==> src/rtl/cond_exec_sequencer_if.sv <==
// rtl/cond_exec_sequencer_if.sv - issue/exec/flag/retire bundle for cond_exec_sequencer
// master drives instructions and datapath completion; slave is the sequencer.
interface cond_exec_sequencer_if #(
  parameter int ID_W  = 8,
  parameter int CNT_W = 16
);
  logic             issue_valid;
  logic             issue_ready;
  logic [3:0]       issue_cond;
  logic             issue_s;
  logic [ID_W-1:0]  issue_id;
  logic             exec_start;
  logic             exec_done;
  logic [3:0]       alu_flags;
  logic             flags_wr;
  logic [3:0]       flags_wdata;
  logic [3:0]       flags;
  logic             retire_valid;
  logic [ID_W-1:0]  retire_id;
  logic             retire_executed;
  logic             retire_error;
  logic [CNT_W-1:0] exec_count;
  logic [CNT_W-1:0] skip_count;

  modport master (
    output issue_valid, issue_cond, issue_s, issue_id,
    output exec_done, alu_flags, flags_wr, flags_wdata,
    input  issue_ready, exec_start, flags,
    input  retire_valid, retire_id, retire_executed, retire_error,
    input  exec_count, skip_count
  );

  modport slave (
    input  issue_valid, issue_cond, issue_s, issue_id,
    input  exec_done, alu_flags, flags_wr, flags_wdata,
    output issue_ready, exec_start, flags,
    output retire_valid, retire_id, retire_executed, retire_error,
    output exec_count, skip_count
  );
endinterface

==> src/rtl/cond_exec_sequencer.sv <==
// rtl/cond_exec_sequencer.sv - ARM conditional-execution sequencer with NZCV register
// One instruction in flight: IDLE -> CHECK -> (EXEC) -> RETIRE, with saturating retire stats.
module cond_exec_sequencer #(
  parameter int ID_W    = 8,
  parameter int CNT_W   = 16,
  parameter int TIMEOUT = 64
) (
  input  logic                 clk,
  input  logic                 rst_n,
  cond_exec_sequencer_if.slave bus
);
  localparam int TMR_W = $clog2(TIMEOUT + 1);

  typedef enum logic [1:0] {IDLE, CHECK, EXEC, RETIRE} state_t;

  state_t           state, state_nxt;
  logic [3:0]       cond_q;
  logic             s_q;
  logic [ID_W-1:0]  id_q;
  logic [3:0]       flags_q;
  logic [TMR_W-1:0] timer;
  logic             ret_executed;
  logic             ret_error;
  logic [CNT_W-1:0] exec_cnt;
  logic [CNT_W-1:0] skip_cnt;

  logic             accept;
  logic             cond_pass;
  logic             done_hit;
  logic             timeout_hit;
  logic             ready;
  logic             start;
  logic             n_f, z_f, c_f, v_f;

  assign {n_f, z_f, c_f, v_f} = flags_q;

  always_comb begin
    cond_pass = 1'b0;
    case (cond_q)
      4'b0000: cond_pass = z_f;
      4'b0001: cond_pass = !z_f;
      4'b0010: cond_pass = c_f;
      4'b0011: cond_pass = !c_f;
      4'b0100: cond_pass = n_f;
      4'b0101: cond_pass = !n_f;
      4'b0110: cond_pass = v_f;
      4'b0111: cond_pass = !v_f;
      4'b1000: cond_pass = c_f && !z_f;
      4'b1001: cond_pass = !c_f || z_f;
      4'b1010: cond_pass = (n_f == v_f);
      4'b1011: cond_pass = (n_f != v_f);
      4'b1100: cond_pass = !z_f && (n_f == v_f);
      4'b1101: cond_pass = z_f || (n_f != v_f);
      4'b1110: cond_pass = 1'b1;
      default: cond_pass = 1'b0;
    endcase
  end

  always_comb begin
    state_nxt   = state;
    ready       = 1'b0;
    start       = 1'b0;
    accept      = 1'b0;
    done_hit    = 1'b0;
    timeout_hit = 1'b0;
    case (state)
      IDLE: begin
        ready  = 1'b1;
        accept = bus.issue_valid;
        if (bus.issue_valid) state_nxt = CHECK;
      end
      CHECK: begin
        state_nxt = cond_pass ? EXEC : RETIRE;
      end
      EXEC: begin
        // timer is zero only on the first EXEC cycle of each instruction
        start = (timer == '0);
        if (bus.exec_done) begin
          done_hit  = 1'b1;
          state_nxt = RETIRE;
        end else if (timer == TMR_W'(TIMEOUT - 1)) begin
          timeout_hit = 1'b1;
          state_nxt   = RETIRE;
        end
      end
      RETIRE: begin
        state_nxt = IDLE;
      end
      default: state_nxt = IDLE;
    endcase
  end

  always_ff @(posedge clk) begin
    if (!rst_n) begin
      state        <= IDLE;
      cond_q       <= '0;
      s_q          <= 1'b0;
      id_q         <= '0;
      flags_q      <= '0;
      timer        <= '0;
      ret_executed <= 1'b0;
      ret_error    <= 1'b0;
      exec_cnt     <= '0;
      skip_cnt     <= '0;
    end else begin
      state <= state_nxt;

      if (accept) begin
        cond_q <= bus.issue_cond;
        s_q    <= bus.issue_s;
        id_q   <= bus.issue_id;
      end

      // ALU S-update outranks a simultaneous direct write
      if (done_hit && s_q) flags_q <= bus.alu_flags;
      else if (bus.flags_wr) flags_q <= bus.flags_wdata;

      if (state == EXEC && state_nxt == EXEC) timer <= timer + TMR_W'(1);
      else timer <= '0;

      if (state == CHECK && !cond_pass) begin
        ret_executed <= 1'b0;
        ret_error    <= 1'b0;
      end else if (done_hit) begin
        ret_executed <= 1'b1;
        ret_error    <= 1'b0;
      end else if (timeout_hit) begin
        ret_executed <= 1'b0;
        ret_error    <= 1'b1;
      end

      if (state == RETIRE) begin
        if (ret_executed && !(&exec_cnt)) exec_cnt <= exec_cnt + CNT_W'(1);
        if (!ret_executed && !ret_error && !(&skip_cnt)) skip_cnt <= skip_cnt + CNT_W'(1);
      end
    end
  end

  assign bus.issue_ready     = ready;
  assign bus.exec_start      = start;
  assign bus.flags           = flags_q;
  assign bus.retire_valid    = (state == RETIRE);
  assign bus.retire_id       = id_q;
  assign bus.retire_executed = (state == RETIRE) && ret_executed;
  assign bus.retire_error    = (state == RETIRE) && ret_error;
  assign bus.exec_count      = exec_cnt;
  assign bus.skip_count      = skip_cnt;
endmodule

==> src/flat_wrapper.sv <==
// flat-port wrapper written by rule: the top's interface ports become plain ports
module cond_exec_sequencer_flat 
#(
  parameter int ID_W    = 8,
  parameter int CNT_W   = 16,
  parameter int TIMEOUT = 64
)
  (clk, rst_n, bus_issue_valid, bus_issue_cond, bus_issue_s, bus_issue_id, bus_exec_done, bus_alu_flags, bus_flags_wr, bus_flags_wdata, bus_issue_ready, bus_exec_start, bus_flags, bus_retire_valid, bus_retire_id, bus_retire_executed, bus_retire_error, bus_exec_count, bus_skip_count);
  cond_exec_sequencer_if #(.ID_W(ID_W), .CNT_W(CNT_W)) bus_i ();
  input  logic clk;
  input  logic rst_n;
  input wire logic [$bits(bus_i.issue_valid)-1:0] bus_issue_valid;
  input wire logic [$bits(bus_i.issue_cond)-1:0] bus_issue_cond;
  input wire logic [$bits(bus_i.issue_s)-1:0] bus_issue_s;
  input wire logic [$bits(bus_i.issue_id)-1:0] bus_issue_id;
  input wire logic [$bits(bus_i.exec_done)-1:0] bus_exec_done;
  input wire logic [$bits(bus_i.alu_flags)-1:0] bus_alu_flags;
  input wire logic [$bits(bus_i.flags_wr)-1:0] bus_flags_wr;
  input wire logic [$bits(bus_i.flags_wdata)-1:0] bus_flags_wdata;
  output wire logic [$bits(bus_i.issue_ready)-1:0] bus_issue_ready;
  output wire logic [$bits(bus_i.exec_start)-1:0] bus_exec_start;
  output wire logic [$bits(bus_i.flags)-1:0] bus_flags;
  output wire logic [$bits(bus_i.retire_valid)-1:0] bus_retire_valid;
  output wire logic [$bits(bus_i.retire_id)-1:0] bus_retire_id;
  output wire logic [$bits(bus_i.retire_executed)-1:0] bus_retire_executed;
  output wire logic [$bits(bus_i.retire_error)-1:0] bus_retire_error;
  output wire logic [$bits(bus_i.exec_count)-1:0] bus_exec_count;
  output wire logic [$bits(bus_i.skip_count)-1:0] bus_skip_count;
  assign bus_i.issue_valid = bus_issue_valid;
  assign bus_i.issue_cond = bus_issue_cond;
  assign bus_i.issue_s = bus_issue_s;
  assign bus_i.issue_id = bus_issue_id;
  assign bus_i.exec_done = bus_exec_done;
  assign bus_i.alu_flags = bus_alu_flags;
  assign bus_i.flags_wr = bus_flags_wr;
  assign bus_i.flags_wdata = bus_flags_wdata;
  assign bus_issue_ready = bus_i.issue_ready;
  assign bus_exec_start = bus_i.exec_start;
  assign bus_flags = bus_i.flags;
  assign bus_retire_valid = bus_i.retire_valid;
  assign bus_retire_id = bus_i.retire_id;
  assign bus_retire_executed = bus_i.retire_executed;
  assign bus_retire_error = bus_i.retire_error;
  assign bus_exec_count = bus_i.exec_count;
  assign bus_skip_count = bus_i.skip_count;
  cond_exec_sequencer #(.ID_W(ID_W), .CNT_W(CNT_W), .TIMEOUT(TIMEOUT)) u_core (.clk(clk), .rst_n(rst_n), .bus(bus_i));
endmodule
==> config.mk <==
export PLATFORM = sky130hd
export DESIGN_NAME = cond_exec_sequencer_flat
export DESIGN_NICKNAME = d
export VERILOG_FILES = /design/src/rtl/cond_exec_sequencer_if.sv /design/src/rtl/cond_exec_sequencer.sv /design/src/flat_wrapper.sv
export SDC_FILE = /design/constraint.sdc
export NUM_CORES = 1
export LEC_CHECK = 0
export CELL_PAD_IN_SITES_DETAIL_PLACEMENT = 0
export CELL_PAD_IN_SITES_GLOBAL_PLACEMENT = 1
export CORE_AREA = 2 2 97 99
export DETAILED_ROUTE_END_ITERATION = 10
export DIE_AREA = 0 0 99 101
export PLACE_DENSITY = 0.79
export SETUP_SLACK_MARGIN = 0.4
export SYNTH_ARGS = -nofsm -noshare
export SYNTH_HDL_FRONTEND = slang
export SYNTH_SLANG_ARGS = --single-unit
==> constraint.sdc <==
create_clock -name clk -period 4.6 [get_ports clk]
set_input_delay 0.92 -clock clk [delete_from_list [all_inputs] [get_ports clk]]
set_output_delay 0.92 -clock clk [all_outputs]
set_load 0.05 [all_outputs]
==> impl_results.md, run 1 <==
- Outcome: finished clean
- Max VDD drop: 0.180 mV
- Initial DRC count: 63
- Psw: around 0.0005 W
- Post-synthesis compound-gate area fraction: 12.9%
- FMAX: 0.314 GHz
- CTS tree: yes
- Sequential share of power: about two fifths
- Actual slew at the worst max-slew pin: 1.08 ns
- Cell count after synthesis: 349
- Dpl cell area: 3780 um^2
- Top sig layer: met4
- Total track usage: about 15%
- Adder-cell area share of the yosys netlist: 3.38%
- Final ANT Viol Nets: 0
- Worst EP arrival: 2.26 ns
- CP Max Fanout: 8
- Leak pwr: about 1.4 nW
- Final hold vios: 0
- CTS HTree Levels: 3
- Unrepaired setup endpoints after global routing: no
- Cts bufs inserted: 9
- Worst EP required: ~3.7 ns
- First-pass GRT wire length: ~12000 um
- Worst path slowest cell: clkdlybuf4s50_1
- Fin Setup TNS: 0 ns
- Clk Latency, worst-skew pair: 0.33 ns
- Clock slew at reported path FFs: ~0.07 ns
- Via count: 2655
- Hold WS: between 0.4 and 0.5 ns
- Met3 wire len: between 300 and 400 um
- Post-Syn Nets: approximately 380
- Final core occ: 44.2%
- Initial Util: 33.0%
- Synthesized cell area: ~3000 um^2
- Ys flop type: dfxtp_1
- Sw Share: 34.4%
- Clock network fraction of total power: 31.1%
- Largest family of logic cells by synthesized area: simple AND/OR/NAND/NOR gates
- Tcrit/Tclk final: 69.1%
- Share of layout cells above drive strength 1: 6.32%
- Root buf cell: clkbuf_8
- Finished Cell Area: 3970 um^2
- Total of max-cap violations: 0
- Syn. warnings: 0
- Met2 routed WL: roughly 3300 um
- CTS max path bufs: 2
- Die height: 101 um
- Critical Path Start Type: flop
- Hold path startpoint: u_core.bus.retire_id[6]
- DR DRC count: 0
- Cell row count: 35
- Crit path capture type: primary output
- Gates resized, CTS repair: 0
- XOR/XNOR Fraction of Synth Area: 8.88%
- GPL Wtd Cong: 0.812
- Met1 WL: 3610 um
- Vias in the first global route: 2586
- Remaining global-route overflow: 0
- Power per cell area: 368 nW/um^2
- EDFF count, synth: 0
- Ports: 75
- Slew Limit Fails: 0
- # setup viols final: 0
- # diodes: 0
- Worst clock skew: 0.00892 ns
- DRT Pass-1 Iters: 5
- Dpl cells: 522
- Core Region: 8980 um^2
- Vias/cell: around 4.9
- Setup Crit Path Kind: reg -> out
- Final worst path period need: roughly 3.2 ns
- R2r startpoint: u_core.state[0]
- Initial antenna violation count: 0
- Multiplexer share of the synthesized area: between 2 and 2.5%
- Hold Crit Class: reg -> reg
- Port Buf Inserts: 74
- Die Wd: approximately 100 um
- # Post-CTS Setup Buffers: 0
- Yosys reg bits: 60
- Final nets: 456
- Wire per inst: 13.5 um
- Comb pwr share: 27.8%
- Final WL: 7280 um
- Internal power: 0.000959 W
- Synth async-reset ratio: 0%
- Worst-path cell chain: inv_1 -> ha_1 -> nand3_1 -> nor4_1 -> clkdlybuf4s50_1
- Largest net degree at the start of global routing: 30
- CTS sink cnt: 60
- Cts hold-fix bufs: 0
- Critical Path Max Stage Delay: 0.85 ns
- Max transition margin: 27.5%
- Dpl hpwl: 5230 um
- Syn_area_per_cell: 8.48 um^2
- P&R area growth vs syn: 34.1%
- Post-Synth Simple-Gate Area: 28.6%
- Synth unique cells: 52
- Total Die Area: 10000 um^2
- Worst Setup SP: u_core.state[0]
- Register area share after synthesis: about two fifths
- Post-route insts no fill: 538
-- state kept, by name, indices dropped and copies added, names as in the netlist --
signal                 cells
u_core.bus.retire_id       8
u_core.bus.skip_count     16
u_core.ret_error           1
u_core.timer               7
u_core.cond_q              4
u_core.bus.flags           4
u_core.state               2
u_core.bus.exec_count     16
u_core.s_q                 1
u_core.ret_executed        1
-- worst max-delay path, delay by kind of cell, from the launching register on --
family / cells / cell delay [ns]
buffers and inverters: 2 / 0.95
DFF: 1 / 0.36
adders and majority gates: 1 / 0.33
and+or+nand+nor: 2 / 0.29
-- path summary, 6_finish.rpt --
check	end	slack, ns	depth (start not counted)
setup reg to reg	u_core.bus.skip_count[11]	2.37	6
hold / removal	u_core.bus.retire_id[6]	0.45	2
setup / recovery	bus_exec_start	1.42	5
hold reg to reg	u_core.bus.retire_id[6]	0.45	2
-- logic make-up after synthesis --
group,Yosys count
buffers and inverters,24
xor gates and xnor gates,30
muxes,6
and+or+nand+nor,163
adders and majority gates,8
DFF,60
AOI/OAI and AO/OA,58
-- cell usage in the layout (no fill, tap or decap), types with 8 or more instances in the layout --
cell type / synthesis / final
xor2_1: 16 / 16
clkdlybuf4s50_1: 0 / 74
nand3_1: 17 / 17
ha_1: 8 / 8
xnor2_1: 14 / 14
nand2_1: 39 / 39
nor2_1: 40 / 40
inv_1: 10 / 10
nand4_1: 14 / 14
dfxtp_1: 60 / 60
a21oi_1: 27 / 27
o21ai_0: 9 / 9
and2_1: 8 / 8
clkbuf_8: 0 / 9
-- power by group through the flow --
stage	clock network [W]	logic, W	registers, W
floorplan	0	0.000251	0.000654
global placement	0	0.000404	0.000610
detailed placement	0	0.000408	0.000613
CTS	0.000467	0.000410	0.000601
global route	0.000496	0.000440	0.000610
finish	0.000454	0.000407	0.000601
-- cells in the mapped netlist (4+ instances only) --
master | count | share of area [%]
xnor2_1 | 14 | 4.1
nand4_1 | 14 | 3.0
a211oi_1 | 5 | 1.3
inv_1 | 10 | 1.3
ha_1 | 8 | 3.4
nor2_1 | 40 | 5.1
nor3b_1 | 4 | 1.0
o21ai_0 | 9 | 1.5
nand3_1 | 17 | 2.9
mux2i_1 | 5 | 1.7
dfxtp_1 | 60 | 41
nor3_1 | 5 | 0.85
a21oi_1 | 27 | 4.6
clkbuf_1 | 13 | 1.6
and2_1 | 8 | 1.7
nor4bb_1 | 4 | 1.4
xor2_1 | 16 | 4.7
and3_1 | 6 | 1.3
nand2_1 | 39 | 4.9
-- metal layers --
layer  vias to the layer above  GRT usage (%)
li1                       1376              -
met1                      1226           20.3
met2                        47           23.1
met4                         0           4.32
met3                         6           4.51
met5                         -              0
-- final cells by class --
cell class	instances	area, um^2
well taps	111	139
repair buffers	76	756
flip-flops and latches	60	1200
clock buffers	11	131
multi-input cells	265	1650
clock inverters	5	52.6
fillers	897	5010
inverters	10	37.5
-- metrics by stage --
stage / setup slack, ns / power [W]
floorplan: 1.46 / 0.000906
global placement: 1.66 / 0.00101
detailed placement: 1.60 / 0.00102
CTS: 1.39 / 0.00148
global route: 1.17 / 0.00155
finish: 1.42 / 0.00146
No activity file was read; power rests on OpenSTA's default activity.
==> run 2, diff against run 1 <==
Clock period 4.6 ns to 3.2 ns, I/O delays scaled along.
==> impl_results.md, run 2 (synthesis results as in run 1) <==
- Outcome: finished clean (unchanged)
- Setup Crit Path Kind: reg -> out (unchanged)
- Worst EP required: 2.56 ns (was 3.68 ns)
- Share of layout cells above drive strength 1: 6.99% (was 6.32%)
- Fill count: 895 (was 897)
- Cts bufs inserted: 9 (unchanged)
- Remaining global-route overflow: 0 (unchanged)
- R2r startpoint: u_core.state[0] (unchanged)
- P&R area growth vs syn: 35.5% (was 34.1%)
- Max transition margin: 54.8% (was 27.5%)
- CP Max Fanout: 7 (was 8)
- Root buf cell: clkbuf_8 (unchanged)
- Cts hold-fix bufs: 0 (unchanged)
- Max VDD drop: 0.310 mV (was 0.180 mV)
- # Post-CTS Setup Buffers: 0 (unchanged)
- Power per cell area: 527 nW/um^2 (was 368 nW/um^2)
- Total Die Area: 10000 um^2 (unchanged)
- Slew Limit Fails: 0 (unchanged)
- Ports: 75 (unchanged)
- Leak pwr: 1.44 nW (was 1.38 nW)
- First-pass GRT wire length: 12500 um (was 12300 um)
- Final worst path period need: between 2 and 3 ns
- Final WL: 7260 um (was 7280 um)
- Port Buf Inserts: 74 (unchanged)
- CTS HTree Levels: 3 (unchanged)
- CP Capture Point: bus_retire_valid (was bus_exec_start)
- Final hold vios: 0 (unchanged)
- Worst Setup SP: u_core.state[0] (unchanged)
- Critical Path Max Stage Delay: 0.87 ns (was 0.85 ns)
- Cell row count: 35 (unchanged)
- Register area: 1200 um^2 (unchanged)
- Crit path depth: 2 (was 5)
- Final nets: 458 (was 456)
- Vias/cell: 4.97 (was 4.93)
- Area of the multi-input gates: 1660 um^2 (was 1650 um^2)
- Initial antenna violation count: 0 (unchanged)
- Initial DRC count: 113 (was 63)
- Commonest non-fill, non-tap cell in the layout: clkdlybuf4s50_1 (unchanged)
- Largest net degree at the start of global routing: 22 (was 30)
- Final ANT Viol Nets: 0 (unchanged)
- Via count: 2686 (was 2655)
- Worst path slowest cell: clkdlybuf4s50_1 (unchanged)
- FMAX: 0.382 GHz
- DR DRC count: 0 (unchanged)
- DRT Pass-1 Iters: 4 (was 5)
- Reg2Reg Depth: 6 (unchanged)
- # diodes: 0 (unchanged)
- GPL Wtd Cong: 0.803 (was 0.812)
- Buf/Inv on CP: 1 (was 2)
- Core Region: 8980 um^2 (unchanged)
- Unrepaired setup endpoints after global routing: no (unchanged)
- Fin Setup TNS: 0 ns (unchanged)
- R2r endpoint: u_core.bus.skip_count[13] (was u_core.bus.skip_count[11])
- Hold Crit Class: reg -> reg (unchanged)
- CTS max path bufs: 2 (unchanged)
- Worst-path cell chain: ha_1 -> clkdlybuf4s50_1 (was inv_1 -> ha_1 -> nand3_1 -> nor4_1 -> clkdlybuf4s50_1)
- Worst R2R Setup Slack: 0.93 ns (was 2.37 ns)
- Clock slew at reported path FFs: 0.07 ns (about the same)
- Crit path capture type: primary output (unchanged)
- Die Wd: 99 um (unchanged)
- Total Power: 0.00211 W (was 0.00146 W)
- Vias in the first global route: 2646 (was 2586)
- Initial Util: 33.0% (unchanged)
- Wire per inst: 13.4 um (was 13.5 um)
- Dpl hpwl: 5290 um (was 5230 um)
- Clk Latency, worst-skew pair: 0.34 ns (was 0.33 ns)
- Critical Path Start Type: flop (unchanged)
- Worst EP arrival: 1.98 ns (was 2.26 ns)
- CP top delay family: buffers and inverters (unchanged)
- Die height: 101 um (unchanged)
- Total track usage: 15.4% (was 15.0%)
- Tcrit/Tclk final: 81.7%
- Actual slew at the worst max-slew pin: 0.678 ns (was 1.08 ns)
- CTS sink cnt: 60 (unchanged)
- Total of max-cap violations: 0 (unchanged)
- # setup viols final: 0 (unchanged)
- Most frequent cells in the layout: clkdlybuf4s50_1 (71), dfxtp_1 (60), nor2_1 (40), nand2_1 (39), a21oi_1 (27) (was clkdlybuf4s50_1 (74), dfxtp_1 (60), nor2_1 (40), nand2_1 (39), a21oi_1 (27))
- Hold WS: 0.456 ns (was 0.454 ns)
- CTS tree: yes (unchanged)
- Worst clock skew: 0.00577 ns (was 0.00892 ns)
-- run 2: per-layer routing --
layer  vias to the layer above  global-route usage [%]  wire length [um]
li1                       1387                       -                 -
met1                      1238                    20.2              3500
met2                        50                    24.5              3350
met3                        11                    3.12               284
met4                         0                    6.85               128
met5                         -                       0                 0
-- run 2: what timing repair did --
action,CTS,global route
endpoints found under the setup margin,1,2
gates resized for setup,1,2
pin swaps,0,0
-- run 2: worst min-delay path, stage by stage, from the launching register on --
cell and delay, ns:
dfxtp_1 0.31, nand2_1 0.05, a21oi_1 0.05
-- run 2: area by class of cell --
class,instances,area share [%]
inverter,10,0.936
tap,111,3.46
clock buffer,16,4.99
timing repair buffer,78,19.3
sequential,60,30.0
multi-input combinational,265,41.3
-- run 2: power breakdown --
group / internal [W] / switching (W) / total, W
Combinational: 0.000218 / 0.000360 / 0.000578
Sequential: 0.000801 / 0.0000623 / 0.000864
Clock: 0.000388 / 0.000283 / 0.000671
Total: 0.00141 / 0.000706 / 0.00211
-- run 2: through the flow --
stage | cells | instance area (um^2) | util (%) | setup WS (ns)
2_1_floorplan | 349 | 2970 | - | 0.920
3_3_place_gp | 524 | 3810 | 42.4 | 0.690
3_5_place_dp | 524 | 3810 | 42.4 | 0.639
4_1_cts | 540 | 4010 | 44.6 | 0.430
5_1_grt | 540 | 4010 | 44.7 | 0.413
6_report | 540 | 4010 | 44.7 | 0.585
-- run 2: worst min-delay path by stage --
stage,end,from,slack [ns],cells after the start
final,u_core.bus.retire_id[2],u_core.bus.retire_id[2],0.46,2
after global routing,u_core.bus.retire_id[1],u_core.bus.retire_id[1],0.49,2
after CTS,u_core.bus.retire_id[2],u_core.bus.retire_id[2],0.46,2
after detailed placement,u_core.bus.retire_id[2],u_core.bus.retire_id[2],0.45,2
after global placement,u_core.bus.retire_id[2],u_core.bus.retire_id[2],0.44,2
after floorplan,u_core.timer[0],u_core.timer[0],0.43,1
